[config.mk]
export PLATFORM = sky130hd
export DESIGN_NAME = wlmont_iter
export DESIGN_NICKNAME = d
export VERILOG_FILES = /design/src/rtl/wlmont_iter.sv
export SDC_FILE = /design/constraint.sdc
export NUM_CORES = 1
export LEC_CHECK = 0
export CAP_MARGIN = 20
export CELL_PAD_IN_SITES_DETAIL_PLACEMENT = 1
export CELL_PAD_IN_SITES_GLOBAL_PLACEMENT = 1
export CORE_ASPECT_RATIO = 0.8
export CORE_MARGIN = 2
export CORE_UTILIZATION = 30
export CTS_BUF_LIST = sky130_fd_sc_hd__clkbuf_16
export DETAILED_ROUTE_END_ITERATION = 16
export PLACE_DENSITY = 0.63
export RECOVER_POWER = 25
export SETUP_SLACK_MARGIN = 0.5
export SLEW_MARGIN = 5
export SYNTH_ARGS = -nofsm -noshare
export SYNTH_HDL_FRONTEND = slang
export SYNTH_SLANG_ARGS = --single-unit
[constraint.sdc]
create_clock -name clk -period 16.8 [get_ports clk]
set_input_delay 5.04 -clock clk [delete_from_list [all_inputs] [get_ports clk]]
set_output_delay 5.04 -clock clk [all_outputs]
set_load 0.02 [all_outputs]
[src/rtl/wlmont_iter.sv]
// Word-level iterative Montgomery reduction for moduli with q mod 2^W == 1.
// Each RUN cycle retires one W-bit word of the accumulator. A final SUB cycle
// optionally folds the [0,2q) result into [0,q).
module wlmont_iter #(
  parameter int LOGQ      = 17,
  parameter int W         = 8,
  parameter int K         = (LOGQ + W - 1) / W,
  parameter int FINAL_SUB = 1
) (
  input  logic              clk,
  input  logic              rst_n,
  input  logic              in_valid,
  output logic              in_ready,
  input  logic [2*LOGQ-1:0] in_T,
  input  logic [LOGQ-1:0]   in_q,
  output logic              out_valid,
  input  logic              out_ready,
  output logic [LOGQ:0]     out_data,
  output logic              busy
);

  localparam int AW = 2*LOGQ + 1;
  localparam int CW = (K > 1) ? $clog2(K) : 1;

  typedef enum logic [1:0] {IDLE, RUN, SUB, DONE} state_t;

  state_t          r_state;
  logic [CW-1:0]   r_cnt;
  logic [AW-1:0]   r_t;
  logic [LOGQ-1:0] r_q;
  logic [LOGQ-1:0] r_qh;
  logic [LOGQ:0]   r_out;

  logic [W-1:0]    w_tl;
  logic [W-1:0]    w_t2;
  logic            w_carry;
  logic [AW-1:0]   w_next;
  logic [AW-1:0]   w_qx;
  logic [LOGQ:0]   w_res;
  logic            w_acc;

  // Because q = qH*2^W + 1, the Montgomery quotient digit is simply -TL and
  // (T + m*q) >> W collapses to qH*m + (T >> W) + (TL != 0).
  always_comb begin
    w_tl    = r_t[W-1:0];
    w_t2    = W'(0) - w_tl;
    w_carry = |w_tl;
    w_next  = AW'(r_qh) * AW'(w_t2) + (r_t >> W) + AW'(w_carry);
    w_qx    = AW'(r_q);
    if (FINAL_SUB != 0)
      w_res = (LOGQ+1)'((r_t >= w_qx) ? (r_t - w_qx) : r_t);
    else
      w_res = (LOGQ+1)'(r_t);
  end

  assign in_ready  = (r_state == IDLE) | ((r_state == DONE) & out_ready);
  assign out_valid = (r_state == DONE);
  assign busy      = (r_state == RUN) | (r_state == SUB);
  assign out_data  = r_out;
  assign w_acc     = in_valid & in_ready;

  // Control FSM plus datapath registers; reset wins over acceptance.
  always_ff @(posedge clk) begin
    if (!rst_n) begin
      r_state <= IDLE;
      r_cnt   <= '0;
      r_t     <= '0;
      r_q     <= '0;
      r_qh    <= '0;
      r_out   <= '0;
    end else begin
      case (r_state)
        IDLE, DONE: begin
          if (w_acc) begin
            r_t     <= AW'(in_T);
            r_q     <= in_q;
            r_qh    <= in_q >> W;
            r_cnt   <= '0;
            r_state <= RUN;
          end else if (r_state == DONE && out_ready) begin
            r_state <= IDLE;
          end
        end
        RUN: begin
          r_t <= w_next;
          if (r_cnt == CW'(K-1)) begin
            r_state <= SUB;
          end else begin
            r_cnt <= r_cnt + 1'b1;
          end
        end
        SUB: begin
          r_out   <= w_res;
          r_state <= DONE;
        end
        default: r_state <= IDLE;
      endcase
    end
  end

endmodule

==> results.cfg <==
[outcome]
status = complete, but fails checks
violations = capacitance limit, slew limit

[global_route]
antenna_found_initial = 0
overflow = 0
grt_pass1_vias = 6423
grt.total_usage_pct = 17.8
grt_pass1_wl_um = 34900
grt_max_degree = 58

[drt]
route.top_layer_used = met4
met3_length_um = 878
first_pass_iters = 4
vias_per_cell = 4.93
drcViolationCount = 0
postRouteAntennaNets = 0
wl_per_cell_um = 17.3
dr.first_iter.drc_count = 220
totalWireLength_um = 21700
dr_wl_met2_um = 9850
m1WireLength_um = 10800
dr_total_vias = 6183

[yosys]
synth_largest_area_cell = dfxtp_1
syn-cell-area_um2 = 7190
syn_nets = 1060
ys_seq_area_share_pct = 20.3
synth_area_leaders = dfxtp_1 (20%), fa_1 (16%), ha_1 (11%)
syn_inst = 882
ys_ff_latch = 73
async_flop_share_pct = 0
ys_warn_count = 0
ys_types = 63
synth_top_area_share_pct = 20.3
synth_edf_count = 0
avgSynthCellArea_um2 = 8.15
synth_top_flop_cell = dfxtp_1

[die]
fp-row-count = 50
die_w_um = 177
die_area_um2 = 25200
boundaryPins = 76
start_util_pct = 30.7
die_h_um = 142
core_area_um2 = 23500

[power]
leakagePower_nw = 3.77
vdd_drop_max_mv = 0.0678
p_per_area_nw_per_um2 = 228

[clock_network]
cts_sinks = 73
cts_buffers = 9
path_clk_slew_ns = 0.06
cts_tree = built
worstSkewPairLatency_ns = 0.34
cts_resized = 0
cts_setup_buffers = 0
cts-root-buf = clkbuf_16
cts_hold_buffers = 0
cts_buffer_depth = 2
htree_levels = 3

[setup_path]
crit_required_ns = 11.76
worst_setup_path_end_kind = output port
r2r-end = r_t[15]
r2r_cells = 19
critical_path_class = input pin to output port
crit_path_end = in_ready
cp_max_fo = 2
worstReg2RegStart = r_t[0]
cp_data_arrival_time_ns = 6.35
startpoint = out_ready
rrSetupSlack_ns = 9.81
startpoint_type = input pin

[min_path]
hold_class = register to register

[timing]
fmax_mhz = 87.8
finalSetupViolations = 0
period_minus_slack_ns = 11.39
slew_headroom_pct = -53.0
slew_viol_final = 47
timing.final.crit_share_pct = 67.8
tns_ns = 0
max_slew.worst_pin.slew_ns = 2.29
final_hold_viol_count = 0
fin_worst_skew_ns = 0.00703
rsz0062_at_grt = false

[placement]
gp_congestion = 0.801
portBuffers = 75
hpwl_um = 17000

[cells_and_area]
layout-drive-gt1-share_pct = 4.57
syn_to_final_growth_pct = 19.0
diodes = 0
num-nets-final = 1114
fillCellCount = 2810
utilization_pct = 36.5

[job]
maxCapViolations = 1
critical path, stage by stage:
cell             delay, ns
clkdlybuf4s50_1       0.42
a21oi_1               0.23
inv_1                 0.10
clkdlybuf4s50_1       0.56
cells in the final DEF, fill, tap and decap left out, types with 18 or more instances in the layout:
master	count
xnor2_1	29
o21ai_0	20
fa_1	59
nand2_1	95
ha_1	64
inv_1	131
a21oi_1	64
and2_1	42
dfxtp_1	73
a211oi_1	30
nor2_1	58
mux2i_1	18
clkdlybuf4s50_1	74
layer usage:
metal	track usage (%)	vias up
li1	-	3044
met1	25.4	3022
met2	28.6	104
met3	2.91	13
met4	3.00	0
met5	0	-
synth_stat cells, types with 2 or more instances:
library cell and instances:
inv_1 131, nand2_1 95, dfxtp_1 73, a21oi_1 65
ha_1 64, fa_1 59, nor2_1 58, and2_1 42
clkbuf_1 33, a211oi_1 29, xnor2_1 29, o21ai_0 19
mux2i_1 18, nand3_1 17, a21o_1 14, nor3_1 9
o211ai_1 9, xor2_1 9, a22oi_1 8, nand4_1 8
and3_1 6, nand2b_1 6, nor4_1 6, a31oi_1 5
nor2b_1 5, o21a_1 5, o31ai_1 4, or3_1 4
a221oi_1 3, a31o_2 3, buf_1 3, nor3b_1 3
o21bai_1 3, a211oi_2 2, a21oi_2 2, a311oi_1 2
buf_2 2, buf_6 2, nand3b_1 2, o211ai_2 2
report_power, final:
group | internal [W] | total (W) | switching [W]
Clock | 0.000145 | 0.000225 | 0.0000795
Sequential | 0.000230 | 0.000308 | 0.0000777
Combinational | 0.000565 | 0.00142 | 0.000856
flip-flops by register name, summed over array words and instances, names as in the netlist:
signal and flops:
out_data 18, r_t 34, r_cnt 2, r_q 17
r_state 2
how the worst min path moves through the flow:
| stage | startpoint | end | slack (ns) | cells after the start |
|---|---|---|---|---|
| floorplan | r_q[2] | r_q[2] | 0.44 | 2 |
| global placement | r_q[4] | r_q[4] | 0.44 | 2 |
| detailed placement | r_q[2] | r_q[2] | 0.45 | 2 |
| CTS | r_q[2] | r_q[2] | 0.46 | 2 |
| global route | r_q[2] | r_q[2] | 0.47 | 2 |
| finish | r_q[4] | r_q[4] | 0.46 | 2 |
cell families after synthesis:
group / count (synthesis) / share of synthesized area (%)
simple gates: 269 / 17.9
compound gates: 189 / 17.7
buf+inv: 172 / 9.38
fa+ha+maj: 123 / 27.6
flops: 73 / 20.3
xor+xnor: 38 / 4.63
mux: 18 / 2.51
area by class of cell:
cell class                      instances  area, µm²  share of cell area, %
Sequential cell                        73       1460                   17.1
Tap cell                              312        390                   4.56
Inverter                              131        492                   5.75
Timing Repair Buffer                   84        811                   9.48
Clock inverter                          7        119                   1.39
Clock buffer                            9        225                   2.63
Multi-Input combinational cell        637       5060                   59.1
per-stage QoR:
| stage | setup slack [ns] | hold WS, ns | power [W] | instance area (µm²) | cells |
|---|---|---|---|---|---|
| after floorplan | 6.43 | 0.436 | 0.00133 | 7190 | 882 |
| after global placement | 5.47 | 0.445 | 0.00171 | 8220 | 1236 |
| after detailed placement | 5.42 | 0.450 | 0.00174 | 8220 | 1236 |
| after CTS | 5.41 | 0.458 | 0.00198 | 8560 | 1252 |
| after global routing | 5.34 | 0.471 | 0.00216 | 8560 | 1253 |
| final | 5.41 | 0.455 | 0.00195 | 8560 | 1253 |
(Power assumes the default switching activity.)
